<file path="src/rtl/bus_sched_pkg.sv">
// Shared types and helpers for the round-robin bus scheduler.
// The scheduler moves packets from driver FIFOs to destination FIFOs.
package bus_sched_pkg;

  typedef enum logic [1:0] {
    IDLE = 2'd0,
    POP  = 2'd1,
    PUSH = 2'd2
  } state_t;

  localparam int              ID_W     = 8;
  localparam logic [ID_W-1:0] BCAST_ID = 8'hFF;

  // Widest packet and ID that dest_of can handle.
  localparam int MAX_PKT = 256;
  localparam int MAX_ID  = 32;

  // Returns the top w bits of an sz-bit packet, zero-extended to MAX_ID bits.
  function automatic logic [MAX_ID-1:0] dest_of(input logic [MAX_PKT-1:0] pkt,
                                                input int sz, input int w);
    logic [MAX_ID-1:0] mask;
    mask = (MAX_ID'(1) << w) - MAX_ID'(1);
    return MAX_ID'(pkt >> (sz - w)) & mask;
  endfunction

endpackage

</file>
<file path="src/rtl/rr_picker.sv">
// Combinational round-robin picker. The search starts at the index after
// i_last and wraps, using a doubled request vector.
module rr_picker #(
  parameter int drvrs = 4
) (
  input  logic [drvrs-1:0]         i_req,
  input  logic [$clog2(drvrs)-1:0] i_last,
  output logic [$clog2(drvrs)-1:0] o_grant,
  output logic                     o_any_req
);

  localparam int IW = $clog2(drvrs);

  logic [2*drvrs-1:0] w_dbl;
  logic [drvrs-1:0]   w_rot;
  logic [IW:0]        w_off;
  logic [IW:0]        w_sum;

  assign w_dbl = {i_req, i_req};

  // w_rot[0] is the request one position after the last grant.
  for (genvar gi = 0; gi < drvrs; gi++) begin : g_rot
    assign w_rot[gi] = w_dbl[{1'b0, i_last} + (IW+1)'(gi + 1)];
  end

  always_comb begin
    w_off = '0;
    for (int i = drvrs - 1; i >= 0; i--) begin
      if (w_rot[i]) w_off = (IW+1)'(i);
    end
  end

  assign w_sum     = {1'b0, i_last} + (IW+1)'(1) + w_off;
  assign o_grant   = (w_sum >= (IW+1)'(drvrs)) ? IW'(w_sum - (IW+1)'(drvrs)) : IW'(w_sum);
  assign o_any_req = |i_req;

endmodule

</file>
<file path="src/rtl/bus_rr_scheduler.sv">
// Round-robin scheduler for the shared packet bus. It pops one packet from
// the granted driver FIFO, then pushes it to one destination or broadcasts it.
module bus_rr_scheduler
  import bus_sched_pkg::*;
#(
  parameter int              drvrs    = 4,
  parameter int              pckg_sz  = 16,
  parameter int              id_w     = ID_W,
  parameter logic [id_w-1:0] bcast_id = BCAST_ID
) (
  input  logic                            clk,
  input  logic                            reset,
  input  logic [drvrs-1:0]                pndng,
  input  logic [drvrs-1:0][pckg_sz-1:0]   D_pop,
  output logic [drvrs-1:0]                pop,
  output logic [drvrs-1:0]                push,
  output logic [drvrs-1:0][pckg_sz-1:0]   D_push,
  output logic                            err,
  output logic [31:0]                     pkt_cnt,
  output logic [15:0]                     drop_cnt
);

  localparam int IW = $clog2(drvrs);

  state_t             r_state;
  state_t             w_state_next;
  logic [IW-1:0]      r_grant;
  logic [IW-1:0]      r_last;
  logic [pckg_sz-1:0] r_pkt;
  logic [31:0]        r_pkt_cnt;
  logic [15:0]        r_drop_cnt;

  logic [IW-1:0]      w_pick;
  logic               w_any;
  logic [MAX_ID-1:0]  w_dest;
  logic               w_is_bcast;
  logic               w_uni_ok;
  logic               w_deliver;
  logic [drvrs-1:0]   w_push_mask;

  rr_picker #(
    .drvrs(drvrs)
  ) u_picker (
    .i_req    (pndng),
    .i_last   (r_last),
    .o_grant  (w_pick),
    .o_any_req(w_any)
  );

  // Destination decode of the captured packet.
  assign w_dest     = dest_of(MAX_PKT'(r_pkt), pckg_sz, id_w);
  assign w_is_bcast = (w_dest == MAX_ID'(bcast_id));
  assign w_uni_ok   = (w_dest < MAX_ID'(drvrs)) && (w_dest != MAX_ID'(r_grant));
  assign w_deliver  = w_is_bcast || w_uni_ok;

  for (genvar gi = 0; gi < drvrs; gi++) begin : g_lane
    assign w_push_mask[gi] = w_is_bcast ? (IW'(gi) != r_grant)
                                        : (w_uni_ok && (w_dest == MAX_ID'(gi)));
    assign D_push[gi]      = r_pkt;
  end

  always_ff @(posedge clk) begin
    if (reset) r_state <= IDLE;
    else       r_state <= w_state_next;
  end

  always_comb begin
    w_state_next = r_state;
    case (r_state)
      IDLE:    if (w_any) w_state_next = POP;
      POP:     w_state_next = PUSH;
      PUSH:    w_state_next = IDLE;
      default: w_state_next = IDLE;
    endcase
  end

  always_comb begin
    pop  = '0;
    push = '0;
    err  = 1'b0;
    case (r_state)
      POP:  pop[r_grant] = 1'b1;
      PUSH: begin
        push = w_push_mask;
        err  = ~w_deliver;
      end
      default: ;
    endcase
  end

  // A reset during POP discards the in-flight packet before it is counted.
  always_ff @(posedge clk) begin
    if (reset) begin
      r_grant    <= '0;
      r_last     <= IW'(drvrs - 1);
      r_pkt      <= '0;
      r_pkt_cnt  <= '0;
      r_drop_cnt <= '0;
    end else begin
      if (r_state == IDLE && w_any) r_grant <= w_pick;
      if (r_state == POP) begin
        r_pkt  <= D_pop[r_grant];
        r_last <= r_grant;
      end
      if (r_state == PUSH) begin
        if (w_deliver)                   r_pkt_cnt  <= r_pkt_cnt + 32'd1;
        else if (r_drop_cnt != 16'hFFFF) r_drop_cnt <= r_drop_cnt + 16'd1;
      end
    end
  end

  assign pkt_cnt  = r_pkt_cnt;
  assign drop_cnt = r_drop_cnt;

endmodule

</file>
<file path="config.mk">
export PLATFORM = sky130hd
export DESIGN_NAME = bus_rr_scheduler
export DESIGN_NICKNAME = d
export VERILOG_FILES = /design/src/rtl/bus_sched_pkg.sv /design/src/rtl/rr_picker.sv /design/src/rtl/bus_rr_scheduler.sv
export SDC_FILE = /design/constraint.sdc
export NUM_CORES = 1
export LEC_CHECK = 0
export CAP_MARGIN = 20
export CORE_ASPECT_RATIO = 1.4
export CORE_MARGIN = 4
export CORE_UTILIZATION = 46
export DETAILED_ROUTE_END_ITERATION = 10
export MAX_ROUTING_LAYER = met4
export PLACE_DENSITY = 0.87
export REMOVE_ABC_BUFFERS = 1
export SKIP_LAST_GASP = 1
export SYNTH_ARGS = -nofsm -noshare
export SYNTH_HDL_FRONTEND = slang
export SYNTH_SLANG_ARGS = --single-unit
</file>
<file path="constraint.sdc">
create_clock -name clk -period 4.6 [get_ports clk]
set_clock_uncertainty 0.15 [all_clocks]
set_input_delay 0.46 -clock clk [delete_from_list [all_inputs] [get_ports clk]]
set_output_delay 0.46 -clock clk [all_outputs]
set_load 0.02 [all_outputs]
</file>
## Word level (Yosys, flattened, before mapping)

Index checks and enable logic that the tools add are counted.

- Output and inout port bits: 121
- Flip-flop bits (word level): 70
- Input bits: 70

- Equal/unequal tests: 12
- Reductions and logical operators: 14
- Bitwise gates (word level): 1
- Magnitude comparators: 8
- $add $sub $neg: 8
- Mux-type cells: 26

Operators by type and width:

| kind | number |
|---|---|
| $add A32 B1 Y32 const B | 1 |
| $bmux W16 S2 | 1 |
| $logic_not A32 Y1 | 1 |
| $add A16 B1 Y16 const B | 1 |
| $eq A8 B2 Y1 const B | 2 |
| $lt A3 B4 Y1 const B | 4 |
| $mux W16 | 1 |
| $ne A16 B16 Y1 const B | 1 |
| $bmux W1 S3 | 4 |
| $mux W2 | 6 |
| $mux W1 | 10 |
| $eq A8 B1 Y1 const B | 1 |
| $eq A8 B8 Y1 const B | 1 |
| $lt A8 B3 Y1 const B | 1 |
| $mux W4 | 2 |
| $ne A8 B2 Y1 | 1 |
| $logic_and A1 B1 Y1 | 7 |
| $add A2 B2 Y3 const B | 2 |
| $ne A2 B2 Y1 const A | 2 |
| $pmux W2 S2 | 1 |
| $reduce_or A4 Y1 | 1 |
| $add A2 B1 Y3 const B | 1 |
| $add A2 B3 Y3 const B | 1 |
| $add A3 B2 Y3 | 1 |
| other kinds (15) | 15 |

## Logic depth before layout (Yosys ltp)

- Depth in word-level cells: 10
- Mapped depth: 12

## By module

From an unflattened synthesis, not the netlist that was laid out.

- Cells, all modules: 524
- Area total of the unflattened synthesis: 4,393.0 um^2

By module, submodules not included:

| module | area each (um^2) | times used | seq. area each (um^2) | cells each |
|---|---|---|---|---|
| bus_rr_scheduler | 4,090.2 | 1 | 1,401.3 | 480 |
| rr_picker | 302.8 | 1 | 0.0 | 44 |

## Worst setup path before layout

No wires, ideal clock.

- Kind: reg2out
- Start: register r_pkt[15]
- End: output port push[3]
- Stages on the path, launching flop included: 5
- Arrival time: 2.233 ns
- Path slack: 1.757 ns
- Required time: 3.990 ns
- Path buffers: 0
- Cell sequence: dfxtp_1 > or4_4 > a2111oi_4 > nor2_1 > a311oi_1

- Longest elaborated chain between the ends: 5
- Elaborated cells on any way between the ends: 8
- Classes of those cells: order compare (1); eq/ne (3); mux (2); reduce/logical (2)

RTL lines:

| item | RTL line | RTL |
|---|---|---|
| from (decl) | bus_rr_scheduler.sv:29 | `logic [pckg_sz-1:0] r_pkt;` |
| from (signal assigned) | bus_rr_scheduler.sv:102 | `r_pkt <= D_pop[r_grant];` |
| $lt A8 B3 Y1 or $ne A8 B2 Y1 (tied branches) | bus_rr_scheduler.sv:53 | `assign w_uni_ok = (w_dest < MAX_ID'(drvrs)) && (w_dest != MAX_ID'(r_grant));` |
| $logic_and A1 B1 Y1 | bus_rr_scheduler.sv:53 |  |
| $logic_and A1 B1 Y1 | bus_rr_scheduler.sv:58 | `: (w_uni_ok && (w_dest == MAX_ID'(gi)));` |
| $mux W1 * | bus_rr_scheduler.sv:57 | `assign w_push_mask[gi] = w_is_bcast ? (IW'(gi) != r_grant)` |
| $mux W4 * | bus_rr_scheduler.sv:81 | `case (r_state)` |
| to (decl) | bus_rr_scheduler.sv:16 | `output logic [drvrs-1:0] push,` |

Every way passes the cells marked *; elsewhere a longest branch is shown, timed or not.

## Worst setup path after layout

Same ends and word-level chain as after synthesis.

==> out/metrics.cfg <==
[outcome]
status=finished clean

[clocking]
post_cts_buffers=0
ctsLongestPathBuffers=2
holdBufCountCts=0
clk_latency_ps=330
cts_tree=done
cts_buffers=9
clockRootBuffer=clkbuf_16
cts_num_sinks=70
clkTransAtPathRegs_ps=50
ctsHtreeMaxLevel=3
cts_resized=0

[timing]
period_needed_ps=3650
clock.fmax_ghz=0.274
finalCritPeriodShare_pct=79.4
rsz0062_at_grt=false
worst_slew_pin_slew_ps=998
maxSlewHeadroom_pct=32.9
hold_viol=0
setup_viol=0
tns_ps=0
finalMaxSlewViolations=0
finalHoldWorstSlack_ps=327

[final_layout]
num-fill-cells=710
fin_area_mm2=0.00620
area_growth_pct=44.9
drive_above_1_share_pct=7.70
final-instance-count-excl-fill=743
antenna_cells=0
nets=705

[grt]
antenna_found_initial=0
grt_overflow=0
grt_pass1_vias=4251
grt_pass1_wl_um=20700
grtUsageTotal_pct=25.0
grt_start_max_net_pins=67

[pwr]
sw_frac_of_total_pct=29.0
combinationalPowerShare_pct=29.3
peakVddDrop_mv=0.246
p_int_mw=1.38
p_per_area_mw_per_mm2=314
seq_power_share_pct=34.3
leakagePower_nw=2.09
clkPwrFrac_pct=36.4
finalPower_mw=1.95
power.switching_mw=0.566

[setup_path]
r2r_slack_ps=1820
crit_fanout=22
cp-end-kind=output pin
crit_path_cell_trace=or4_4, a2111oi_4, buf_4, nor2_1, a311oi_1, clkdlybuf4s50_1
setup.worst_path.start=r_pkt[15]$_SDFFE_PP0P_
startpoint_type=flip-flop
cp.required_ps=3990
crit_path_max_incr_delay_ps=660
crit_type=flip-flop to output pin
critPathTopFamily=buffers and inverters
cp.depth=6
r2r-start=r_grant[0]$_SDFFE_PP0P_
ff2ff_path_depth=6
worstPathBufferInverterCount=2
critPathArrivalTime_ps=3040
critPathSlowestCell=clkdlybuf4s50_1

[floorplan]
die_area_mm2=0.0109
core_area_mm2=0.00903
num_rows=41
num_io_pins=191
die_w_um=89.5
die_y_um=122
start_util_pct=47.4

[synthesis]
synth_area_per_cell_um2=8.56
synth.top_cell.area_share_pct=32.7
yosysSeqAreaShare_pct=32.7
ys_top_cells_by_area=dfxtp_1 (33%), mux4_2 (8.9%), buf_4 (8.6%)
async_flop_share_pct=0
synth-main-ff-cell=dfxtp_1
synth_edf_count=0
yosys.area.top_type=dfxtp_1
ys_warn_count=0
ys_ff_latch=70
synth_area_mm2=0.00428
syn_inst=500
synth.distinct_cells=47

[detailed_routing]
viasPerCell=5.73
ant_nets=0
drt_iter0_drc=255
drt_pass1_iterations=4
wl_per_cell_um=17.8
vias=4255
wl_um=13200
drc=0

[placed_design]
dp_hpwl_um=10200
dp.cells=727
place.gp.congestion=0.885
placed_area_mm2=0.00589
io_buffers=190

[hold_path]
worstHoldPathCells=2
hp-start=pkt_cnt[31]$_SDFFE_PP0P_
min_path_type=flip-flop to flip-flop

[run]
max_cap_violations=0

-- per-stage QoR --
step           utilization, %  setup WS (ps)
4_1_cts                  68.7            963
2_1_floorplan               -            358
3_3_place_gp             65.2           1370
5_1_grt                  68.7            836
6_report                 68.7            946
3_5_place_dp             65.2           1350
-- layout by cell type, fill, tap and decap left out, drive strengths merged, types with 6 or more instances in the layout --
| cell | Yosys | layout |
|---|---|---|
| nand3 | 13 | 13 |
| nor2 | 44 | 44 |
| o211ai | 12 | 12 |
| o21ai | 14 | 14 |
| a21oi | 39 | 39 |
| and3 | 8 | 8 |
| buf | 56 | 8 |
| xor2 | 15 | 15 |
| clkdlybuf4s50 | 0 | 189 |
| o2111ai | 10 | 10 |
| clkbuf | 21 | 14 |
| nand4 | 11 | 11 |
| nand2 | 56 | 56 |
| mux2i | 6 | 6 |
| o31ai | 8 | 8 |
| xnor2 | 9 | 9 |
| inv | 11 | 11 |
| nor3 | 11 | 11 |
| dfxtp | 70 | 70 |
| or4 | 10 | 10 |
| mux4 | 17 | 17 |
| or3 | 13 | 13 |
-- Yosys cell counts (2+ instances only) --
library cell  number
dfxtp_1           70
nand2_1           56
buf_4             49
nor2_1            44
a21oi_1           39
clkbuf_1          20
mux4_2            17
xor2_1            15
o21ai_0           14
nand3_1           13
or3_1             13
o211ai_1          12
inv_1             11
nand4_1           11
nor3_1            11
o2111ai_1          9
or4_1              9
xnor2_1            9
and3_1             8
o31ai_1            8
buf_2              6
mux2i_1            6
o21a_1             5
and4_1             4
ha_1               4
mux2_2             4
nor2b_1            4
nor4_1             4
a211oi_1           3
and2_1             3
a32oi_1            2
nand2b_1           2
-- flip-flops by register name, indices dropped and copies added, names as in the netlist --
register,cells
pkt_cnt,32
r_pkt,16
r_state,2
drop_cnt,16
r_grant,2
r_last,2
-- tightest hold or removal path: stages, from the launching register on --
cell and delay, ps:
dfxtp_1 320, o31ai_1 60, a21oi_1 50
-- power groups by stage --
stage	sequential [mW]	clock (mW)	combinational (mW)
after detailed placement	0.681	0	0.571
after global routing	0.674	0.748	0.607
final	0.668	0.710	0.571
after floorplan	0.784	0	0.195
after CTS	0.668	0.722	0.575
after global placement	0.678	0	0.561
-- per-layer routing --
metal  track usage [%]  up-vias  wire length, µm
met2              42.2      159             7130
met5                 -        -                0
met4              10.7        0              387
met1              28.3     2035             4900
li1                  -     2028                -
met3              4.74       33              778
-- path summary, 6_finish.rpt --
path                                             endpoint
worst max-delay path                              push[3]
worst min-delay path             pkt_cnt[31]$_SDFFE_PP0P_
worst max register to register  drop_cnt[13]$_SDFFE_PP0P_
worst min register to register   pkt_cnt[31]$_SDFFE_PP0P_
-- cells by family (layout without fill, tap and decap cells) --
| family | count (synthesis) | in the layout | synth area share [%] |
|---|---|---|---|
| compound gates | 99 | 99 | 15.6 |
| simple gates | 188 | 188 | 21.9 |
| mux | 27 | 27 | 11.4 |
| fa+ha+maj | 4 | 4 | 1.17 |
| flops | 70 | 70 | 32.7 |
| xor+xnor | 24 | 24 | 4.91 |
| buf+inv | 88 | 224 | 12.2 |
-- cell type report --
class                   instances  area, µm²  share of cell area, %
clock buffers                  14        274                   4.42
clock inverters                 2       38.8                  0.626
inverters                      11       41.3                  0.666
multi-input cells             342       2360                   38.1
flip-flops and latches         70       1400                   22.6
well taps                     107        134                   2.16
repair buffers                197       1950                   31.4
No activity file was read; power rests on OpenSTA's default activity.
